[src/rtl/gemm_pkg.sv]
// Shared definitions for the GeMM accelerator and its operand loader.
//   ADDR_WIDTH      : default width of matrix sizes and SRAM addresses
//   DATA_WIDTH      : default element width
//   loader_state_e  : operand loader FSM states
package gemm_pkg;

    localparam int ADDR_WIDTH = 16;
    localparam int DATA_WIDTH = 8;

    typedef enum logic [1:0] {
        IDLE   = 2'd0,
        LOAD_A = 2'd1,
        LOAD_B = 2'd2,
        DONE   = 2'd3
    } loader_state_e;

endpackage

[src/rtl/gemm_matrix_walker.sv]
// Row-major matrix walker: steps a (row, col) pair and a linear address
// through a rows x cols matrix, one element per advance.
//   clk_i, rst_i : clock, asynchronous active-high reset
//   clear_i      : return to (0,0) / address 0 (wins over advance_i)
//   advance_i    : step to the next element
//   rows_i       : number of rows in the current matrix
//   cols_i       : number of columns in the current matrix
//   addr_o       : linear address of the current element (wraps mod 2^AddrWidth)
//   last_o       : current element is (rows-1, cols-1)
module gemm_matrix_walker
    import gemm_pkg::*;
#(
    parameter int AddrWidth = ADDR_WIDTH
) (
    input  logic                 clk_i,
    input  logic                 rst_i,
    input  logic                 clear_i,
    input  logic                 advance_i,
    input  logic [AddrWidth-1:0] rows_i,
    input  logic [AddrWidth-1:0] cols_i,
    output logic [AddrWidth-1:0] addr_o,
    output logic                 last_o
);

    localparam logic [AddrWidth-1:0] One = AddrWidth'(1);

    logic [AddrWidth-1:0] row_reg, row_next;
    logic [AddrWidth-1:0] col_reg, col_next;
    logic [AddrWidth-1:0] addr_reg, addr_next;
    logic                 row_last;
    logic                 col_last;

    assign row_last = (row_reg == rows_i - One);
    assign col_last = (col_reg == cols_i - One);

    always_comb begin
        row_next  = row_reg;
        col_next  = col_reg;
        addr_next = addr_reg;
        if (clear_i) begin
            row_next  = '0;
            col_next  = '0;
            addr_next = '0;
        end else if (advance_i) begin
            addr_next = addr_reg + One;
            if (col_last) begin
                col_next = '0;
                row_next = row_reg + One;
            end else begin
                col_next = col_reg + One;
            end
        end
    end

    always_ff @(posedge clk_i or posedge rst_i) begin
        if (rst_i) begin
            row_reg  <= '0;
            col_reg  <= '0;
            addr_reg <= '0;
        end else begin
            row_reg  <= row_next;
            col_reg  <= col_next;
            addr_reg <= addr_next;
        end
    end

    assign addr_o = addr_reg;
    assign last_o = row_last & col_last;

endmodule

[src/rtl/gemm_operand_loader.sv]
// Streaming operand loader for the GeMM accelerator. Takes a valid/ready
// byte stream holding A (MxK) then B (KxN), both row-major, and writes
// them to SRAM A / SRAM B at m*K+k and k*N+n. Pulses gemm_start_o (with
// done_o) once both matrices are resident.
//   clk_i, rst_i              : clock, asynchronous active-high reset
//   start_i                   : begin a load (only honoured in IDLE)
//   M_size_i/K_size_i/N_size_i: matrix dimensions, latched at start
//   s_data_i/s_valid_i/s_ready_o : input element stream
//   sram_a_* / sram_b_*       : SRAM write ports (zero-latency writes)
//   busy_o                    : load in progress (LOAD_A, LOAD_B, DONE)
//   done_o, gemm_start_o      : one-cycle completion / accelerator start
module gemm_operand_loader
    import gemm_pkg::*;
#(
    parameter int AddrWidth = ADDR_WIDTH,
    parameter int DataWidth = DATA_WIDTH
) (
    input  logic                 clk_i,
    input  logic                 rst_i,
    input  logic                 start_i,
    input  logic [AddrWidth-1:0] M_size_i,
    input  logic [AddrWidth-1:0] K_size_i,
    input  logic [AddrWidth-1:0] N_size_i,
    input  logic [DataWidth-1:0] s_data_i,
    input  logic                 s_valid_i,
    output logic                 s_ready_o,
    output logic [AddrWidth-1:0] sram_a_addr_o,
    output logic [DataWidth-1:0] sram_a_wdata_o,
    output logic                 sram_a_we_o,
    output logic [AddrWidth-1:0] sram_b_addr_o,
    output logic [DataWidth-1:0] sram_b_wdata_o,
    output logic                 sram_b_we_o,
    output logic                 busy_o,
    output logic                 done_o,
    output logic                 gemm_start_o
);

    loader_state_e        state_reg;
    logic [AddrWidth-1:0] m_reg, k_reg, n_reg;
    logic                 ready_reg;
    logic                 busy_reg;
    logic                 done_reg;

    logic                 transfer;
    logic                 walk_clear;
    logic                 walk_last;
    logic [AddrWidth-1:0] walk_rows;
    logic [AddrWidth-1:0] walk_cols;
    logic [AddrWidth-1:0] walk_addr;
    logic                 size_zero;
    logic [1:0]           we_vec;

    // Ready comes from a register only, so it never depends on s_valid_i.
    assign transfer  = s_valid_i & ready_reg;
    assign size_zero = (M_size_i == '0) || (K_size_i == '0) || (N_size_i == '0);

    // One walker serves both phases: A is MxK, B is KxN.
    assign walk_rows  = (state_reg == LOAD_B) ? k_reg : m_reg;
    assign walk_cols  = (state_reg == LOAD_B) ? n_reg : k_reg;
    assign walk_clear = ((state_reg == IDLE) && start_i) || (transfer && walk_last);

    gemm_matrix_walker #(
        .AddrWidth (AddrWidth)
    ) u_walker (
        .clk_i     (clk_i),
        .rst_i     (rst_i),
        .clear_i   (walk_clear),
        .advance_i (transfer),
        .rows_i    (walk_rows),
        .cols_i    (walk_cols),
        .addr_o    (walk_addr),
        .last_o    (walk_last)
    );

    always_ff @(posedge clk_i or posedge rst_i) begin
        if (rst_i) begin
            state_reg <= IDLE;
            m_reg     <= '0;
            k_reg     <= '0;
            n_reg     <= '0;
            ready_reg <= 1'b0;
            busy_reg  <= 1'b0;
            done_reg  <= 1'b0;
        end else begin
            done_reg <= 1'b0;
            case (state_reg)
                IDLE: begin
                    if (start_i) begin
                        m_reg    <= M_size_i;
                        k_reg    <= K_size_i;
                        n_reg    <= N_size_i;
                        busy_reg <= 1'b1;
                        if (size_zero) begin
                            state_reg <= DONE;
                            done_reg  <= 1'b1;
                        end else begin
                            state_reg <= LOAD_A;
                            ready_reg <= 1'b1;
                        end
                    end
                end
                LOAD_A: begin
                    // Ready stays high into LOAD_B: no bubble at the switch.
                    if (transfer && walk_last) begin
                        state_reg <= LOAD_B;
                    end
                end
                LOAD_B: begin
                    if (transfer && walk_last) begin
                        state_reg <= DONE;
                        ready_reg <= 1'b0;
                        done_reg  <= 1'b1;
                    end
                end
                default: begin
                    state_reg <= IDLE;
                    busy_reg  <= 1'b0;
                end
            endcase
        end
    end

    // Write enable per SRAM port: port 0 is A, port 1 is B.
    for (genvar gi = 0; gi < 2; gi++) begin : g_wport
        localparam loader_state_e PhaseState = (gi == 0) ? LOAD_A : LOAD_B;
        assign we_vec[gi] = transfer && (state_reg == PhaseState);
    end

    assign s_ready_o      = ready_reg;
    assign sram_a_we_o    = we_vec[0];
    assign sram_b_we_o    = we_vec[1];
    assign sram_a_addr_o  = walk_addr;
    assign sram_b_addr_o  = walk_addr;
    assign sram_a_wdata_o = s_data_i;
    assign sram_b_wdata_o = s_data_i;
    assign busy_o         = busy_reg;
    assign done_o         = done_reg;
    assign gemm_start_o   = done_reg;

endmodule

[config.mk]
export PLATFORM = sky130hd
export DESIGN_NAME = gemm_operand_loader
export DESIGN_NICKNAME = d
export VERILOG_FILES = /design/src/rtl/gemm_pkg.sv /design/src/rtl/gemm_matrix_walker.sv /design/src/rtl/gemm_operand_loader.sv
export SDC_FILE = /design/constraint.sdc
export NUM_CORES = 1
export LEC_CHECK = 0
export BUFFER_PORTS_ARGS = -buffer_cell sky130_fd_sc_hd__buf_4
export CORE_UTILIZATION = 52
export DETAILED_ROUTE_END_ITERATION = 10
export GPL_TIMING_DRIVEN = 0
export HOLD_SLACK_MARGIN = 0.1
export PLACE_DENSITY = 0.78
export SYNTH_ARGS = -nofsm -noshare
export SYNTH_HDL_FRONTEND = slang
export SYNTH_SLANG_ARGS = --single-unit
[constraint.sdc]
create_clock -name clk_i -period 4.45 [get_ports clk_i]
set_input_delay 0.6675 -clock clk_i [delete_from_list [all_inputs] [get_ports clk_i]]
set_output_delay 0.6675 -clock clk_i [all_outputs]
set_load 0.05 [all_outputs]
* Word level (Yosys, flattened, before mapping) *
Index checks and enable logic that the tools add are counted.

word-level totals
  flip-flop bits (word level) = 101
  bits of input ports = 60
  word-level logic and storage cells = 71

cells by class
  add/sub/neg operators = 5
  equality and inequality tests = 8
  muxes and demuxes = 25
  bitwise operators = 3
  reduce and logical (&&, ||, !) cells = 20

operators by type and width
  cell                                                                   number
  16-bit two-way mux                                                     10
  16-bit by 1-bit adder with 16-bit output (second input constant)       3
  16-bit zero test                                                       3
  16-bit == test                                                         2
  16-bit by 1-bit subtractor with 16-bit output (second input constant)  2
  2-bit two-way mux                                                      4
  2-bit != test (second input constant)                                  4
  1-bit two-way mux                                                      7
  1-bit one-hot mux with 2 select lines                                  3
  2-bit one-hot mux with 3 select lines                                  1
  2-bit AND reduction                                                    3
  2-bit nonzero test                                                     3
  1-bit logical AND                                                      4
  4-bit AND reduction                                                    1
  1-bit logical OR                                                       3
  3-bit AND reduction                                                    1
  1-bit AND                                                              2
  2-bit by 1-bit == test with 1-bit output (second input constant)       1
  2-bit == test (second input constant)                                  1
  2-bit zero test                                                        1
  2-bit OR reduction                                                     1
  1-bit inverter                                                         1

* Longest topological paths before layout *
  depth after elaboration = 9
  gate-level depth with buffers = 19
  gate-level depth less buffers = 12

* By module *
A second synthesis with hierarchy kept.

second synthesis, totals
  cells, all modules = 663
  area total of the unflattened synthesis = 6657.6 sq um

modules (own cells, without submodules)
  module               times used  cells each  area each (sq um)  sequential area each (sq um)
  gemm_matrix_walker   1           438         3759.9             1201.2
  gemm_operand_loader  1           225         2897.8             1326.3

* Worst setup path after synthesis *
Ideal clock, no wire load.

  kind = reg2reg
  start = reg state_reg[0]
  end = reg u_walker.row_reg[4]
  library setup time = 130 ps
  arrival time = 4420 ps
  setup slack = -100 ps
  stages on the path, launching flop included = 20
  cell sequence = dfrtp_1 inv_1 ha_1 buf_6 buf_6 buf_4 buf_2 clkbuf_1 mux2i_1 ha_1 nor4bb_1 a22oi_1 xnor2_1 o2111a_1 or4bb_1 or3_4 buf_6 o21ai_4 buf_4 a21oi_1

between the ends
  word-level cells in the longest chain between the ends = 9

RTL lines
  item                                                              RTL line                                              text
  start, declared                                                   gemm_operand_loader.sv:38                             loader_state_e state_reg;
  start signal, assigned                                            gemm_operand_loader.sv:77                             state_reg <= IDLE;
  start signal, assigned                                            gemm_operand_loader.sv:94                             state_reg <= DONE;
  start signal, assigned                                            gemm_operand_loader.sv:97                             state_reg <= LOAD_A;
  2-bit == test                                                     gemm_operand_loader.sv:58, gemm_operand_loader.sv:59
  16-bit two-way mux (on tied branches)                             gemm_operand_loader.sv:58, gemm_operand_loader.sv:59
  16-bit by 1-bit subtractor with 16-bit output (on tied branches)  gemm_matrix_walker.sv:33, gemm_matrix_walker.sv:34
  16-bit == test (on tied branches)                                 gemm_matrix_walker.sv:33, gemm_matrix_walker.sv:34
  1-bit AND                                                         gemm_matrix_walker.sv:68                              assign last_o = row_last & col_last;
  1-bit logical AND                                                 gemm_operand_loader.sv:60                             assign walk_clear = ((state_reg == IDLE) && start_i) || (transfer && walk_last);
  1-bit logical OR                                                  gemm_operand_loader.sv:60
  2-bit nonzero test (no line)                                      n/a
  2-bit AND reduction (no line)                                     n/a
  end signal, assigned                                              gemm_matrix_walker.sv:61                              row_reg <= row_next;
  end, declared                                                     gemm_matrix_walker.sv:27                              logic [AddrWidth-1:0] row_reg, row_next;

Several ways; a longest one is shown, not always the timed one.
A chain may end at the register's enable or synchronous reset.

* Final worst setup path *
  start = reg state_reg[0]
  end = reg u_walker.row_reg[11]

The elaborated chain is that of the path after synthesis.

==> flow_metrics.tcl <==
set metrics [dict create \
    finalWeightedCongestion 0.9029 \
    vias_per_cell 5.709 \
    yosys-top-cells-area "dfrtp_1 38%, nand2_1 10%, mux2i_1 5.2%, xnor2_1 5.1%, buf_4 4.2%" \
    final_nets 970 \
    tns_ns 0 \
    finalCriticalPeriod_ns 4.275 \
    core_um2 12620 \
    initial_core_util_pct 53.29 \
    synth_top_area_share_pct 37.58 \
    dpl.hpwl_um 13460 \
    numPortBuffers 105 \
    maxSlewViolCount 0 \
    io_pins 114 \
    peakVddDrop_v 0.0001371 \
    crit_fanout 19 \
    ys_types 75 \
    drtIter0Drc 415 \
    clkSlewWorstSetupHoldPaths_ns 0.07 \
    root_buffer "clkbuf_16" \
    p_leak_nw 3.856 \
    hold_viol 0 \
    grt_pass1_vias 5734 \
    slew_headroom_pct 50.29 \
    synth_edf_count 0 \
    synth_common_cells "180 x nand2_1, 101 x dfrtp_1, 52 x nor2_1" \
    ys_ff_latch 101 \
    wl_um 17730 \
    n_antenna_cell 0 \
    cts_hold_buf 0 \
    overflow 0 \
    vias 6154 \
    htreeDepth 3 \
    crit_path_end_kind "flop" \
    areaGrowthSynthToFinish_pct 21.40 \
    worstSetupStartpointType "flop" \
    finalPower_mw 1.811 \
    status "complete, no violations" \
    antenna_found_initial 0 \
    cts_buffer_depth 2 \
    numCtsBuffers 9 \
    min_path_type "in -> async" \
    finalSetupViolations 0 \
    synth-async-reset-ratio_pct 100.0 \
    drtPass1Iterations 5 \
    synth_cells 781 \
    wire_per_inst_um 16.45 \
    drc 0 \
    synth.most_common_cell "nand2_1" \
    netlist.top_cell.by_area "dfrtp_1" \
    crit_type "reg -> reg" \
    skew_ns 0.004738 \
    cap_violations 0 \
    die_y_um 115.7 \
    power_density_nw_per_um2 221.8 \
    cp.arrival_ns 4.54 \
    yosysSeqAreaShare_pct 37.58 \
    die_area_um2 13390 \
    finalCritPeriodShare_pct 96.06 \
    fp.dieW_um 115.7 \
    tightest_slew_ns 0.7378 \
    grt_pass1_wl_um 28980 \
    grt_max_degree 70 \
    syn_nets 850 \
    worstSkewPairLatency_ns 0.35 \
    ys_warn_count 0 \
    cts_tree "done" \
    track_usage_pct 28.09 \
    cts_sinks 101 \
    ant_nets 0 \
    ys.flop_type "dfrtp_1" \
    synth.avg_cell_area_um2 8.611 \
    syn_area_um2 6725 \
    row_count 41 \
    worstPathRequired_ns 4.72 \
    drive_gt1_share_pct 22.19 \
    fmax_mhz 233.9 \
]
final timing paths:
path	startpoint	endpoint	slack [ns]	depth (start not counted)
worst max-delay path	state_reg[0]	u_walker.row_reg[11]	0.18	17
worst min-delay path	rst_i	u_walker.addr_o[5]	0.33	2
worst max register to register	state_reg[0]	u_walker.row_reg[11]	0.18	17
worst min register to register	n_reg[15]	n_reg[15]	0.49	2
max in group asynchronous	rst_i	m_reg[12]	3.44	3
min in group clk_i	n_reg[15]	n_reg[15]	0.49	2
worst max-delay path, cell delays in order (launching register included):
cell and delay, ns:
dfrtp_1 0.41, inv_2 0.12, ha_4 0.20, buf_8 0.16, buf_12 0.14, buf_12 0.16, mux2i_2 0.22, ha_2 0.23
nor4bb_4 0.30, a22oi_2 0.15, xnor2_1 0.17, o2111a_1 0.21, or4bb_4 0.55, or3_4 0.44, buf_6 0.17, buf_6 0.15
nor3_2 0.19, mux2i_1 0.19
layer usage:
| metal | up-vias | routed length [µm] | track usage, % |
|---|---|---|---|
| li1 | 2967 | - | - |
| met1 | 2911 | 8186 | 39.45 |
| met2 | 248 | 7968 | 44.47 |
| met3 | 28 | 1100 | 3.504 |
| met4 | 0 | 475 | 10.85 |
| met5 | - | 0 | 0 |
cells by family after synthesis:
logic type / share of synthesized area (%)
xor gates and xnor gates: 9.228
adders and majority gates: 1.674
AOI/OAI and AO/OA: 10.75
muxes: 5.377
buffers and inverters: 7.107
and+or+nand+nor: 28.28
DFF: 37.58
metrics by stage:
step | instance area [µm²] | std cells | hold slack, ns | util (%) | setup slack, ns
floorplan | 6726 | 781 | 0.4450 | - | 0.01004
global placement | 7730 | 1058 | 0.4716 | 61.25 | -0.8742
detailed placement | 7760 | 1059 | 0.4694 | 61.49 | -0.8494
CTS | 8094 | 1074 | 0.3477 | 64.14 | 0.01928
global route | 8164 | 1078 | 0.3723 | 64.69 | -0.01131
finish | 8164 | 1078 | 0.3349 | 64.69 | 0.1751
layout make-up:
cell class,count,area [µm²]
Fill cell,1107,4456
Multi-Input combinational cell,602,3777
Sequential cell,101,2527
Timing Repair Buffer,111,853.3
Buffer,65,454.2
Clock buffer,11,242.7
Tap cell,172,215.2
Clock inverter,5,50.05
Inverter,11,43.79
repair_timing:
item                       CTS  global route
buffers inserted             1             4
resized for setup           11            11
setup endpoints to repair   52            50
pin swaps                    1             3
where the power goes:
part           total (mW)  switching (mW)  internal (mW)  leakage, nW
clock network       0.779           0.331          0.448        0.149
logic               0.114          0.0632         0.0511         2.33
registers           0.918               0          0.918         1.38
total                1.81           0.394           1.42         3.86
placed cells by master, fill, tap and decap left out, drive strengths merged, types with 4 or more instances in the layout:
cell type	netlist	final
xnor2	40	40
nor2	52	52
a211oi	5	5
a31oi	6	6
nor3b	6	6
buf	50	161
o31ai	9	9
and4	5	5
or3	15	15
and2	4	4
a21boi	4	4
nor4	18	18
or4b	5	5
nand3	15	15
clkinv	0	4
nand2	180	180
o21ai	20	20
dfrtp	101	101
xor2	30	30
clkbuf	17	26
a21oi	19	19
ha	9	9
inv	11	11
o211ai	5	5
or4	12	12
nor3	22	22
and3	12	12
nand4	14	14
mux2i	35	35
Power figures use the tool's default switching activity.
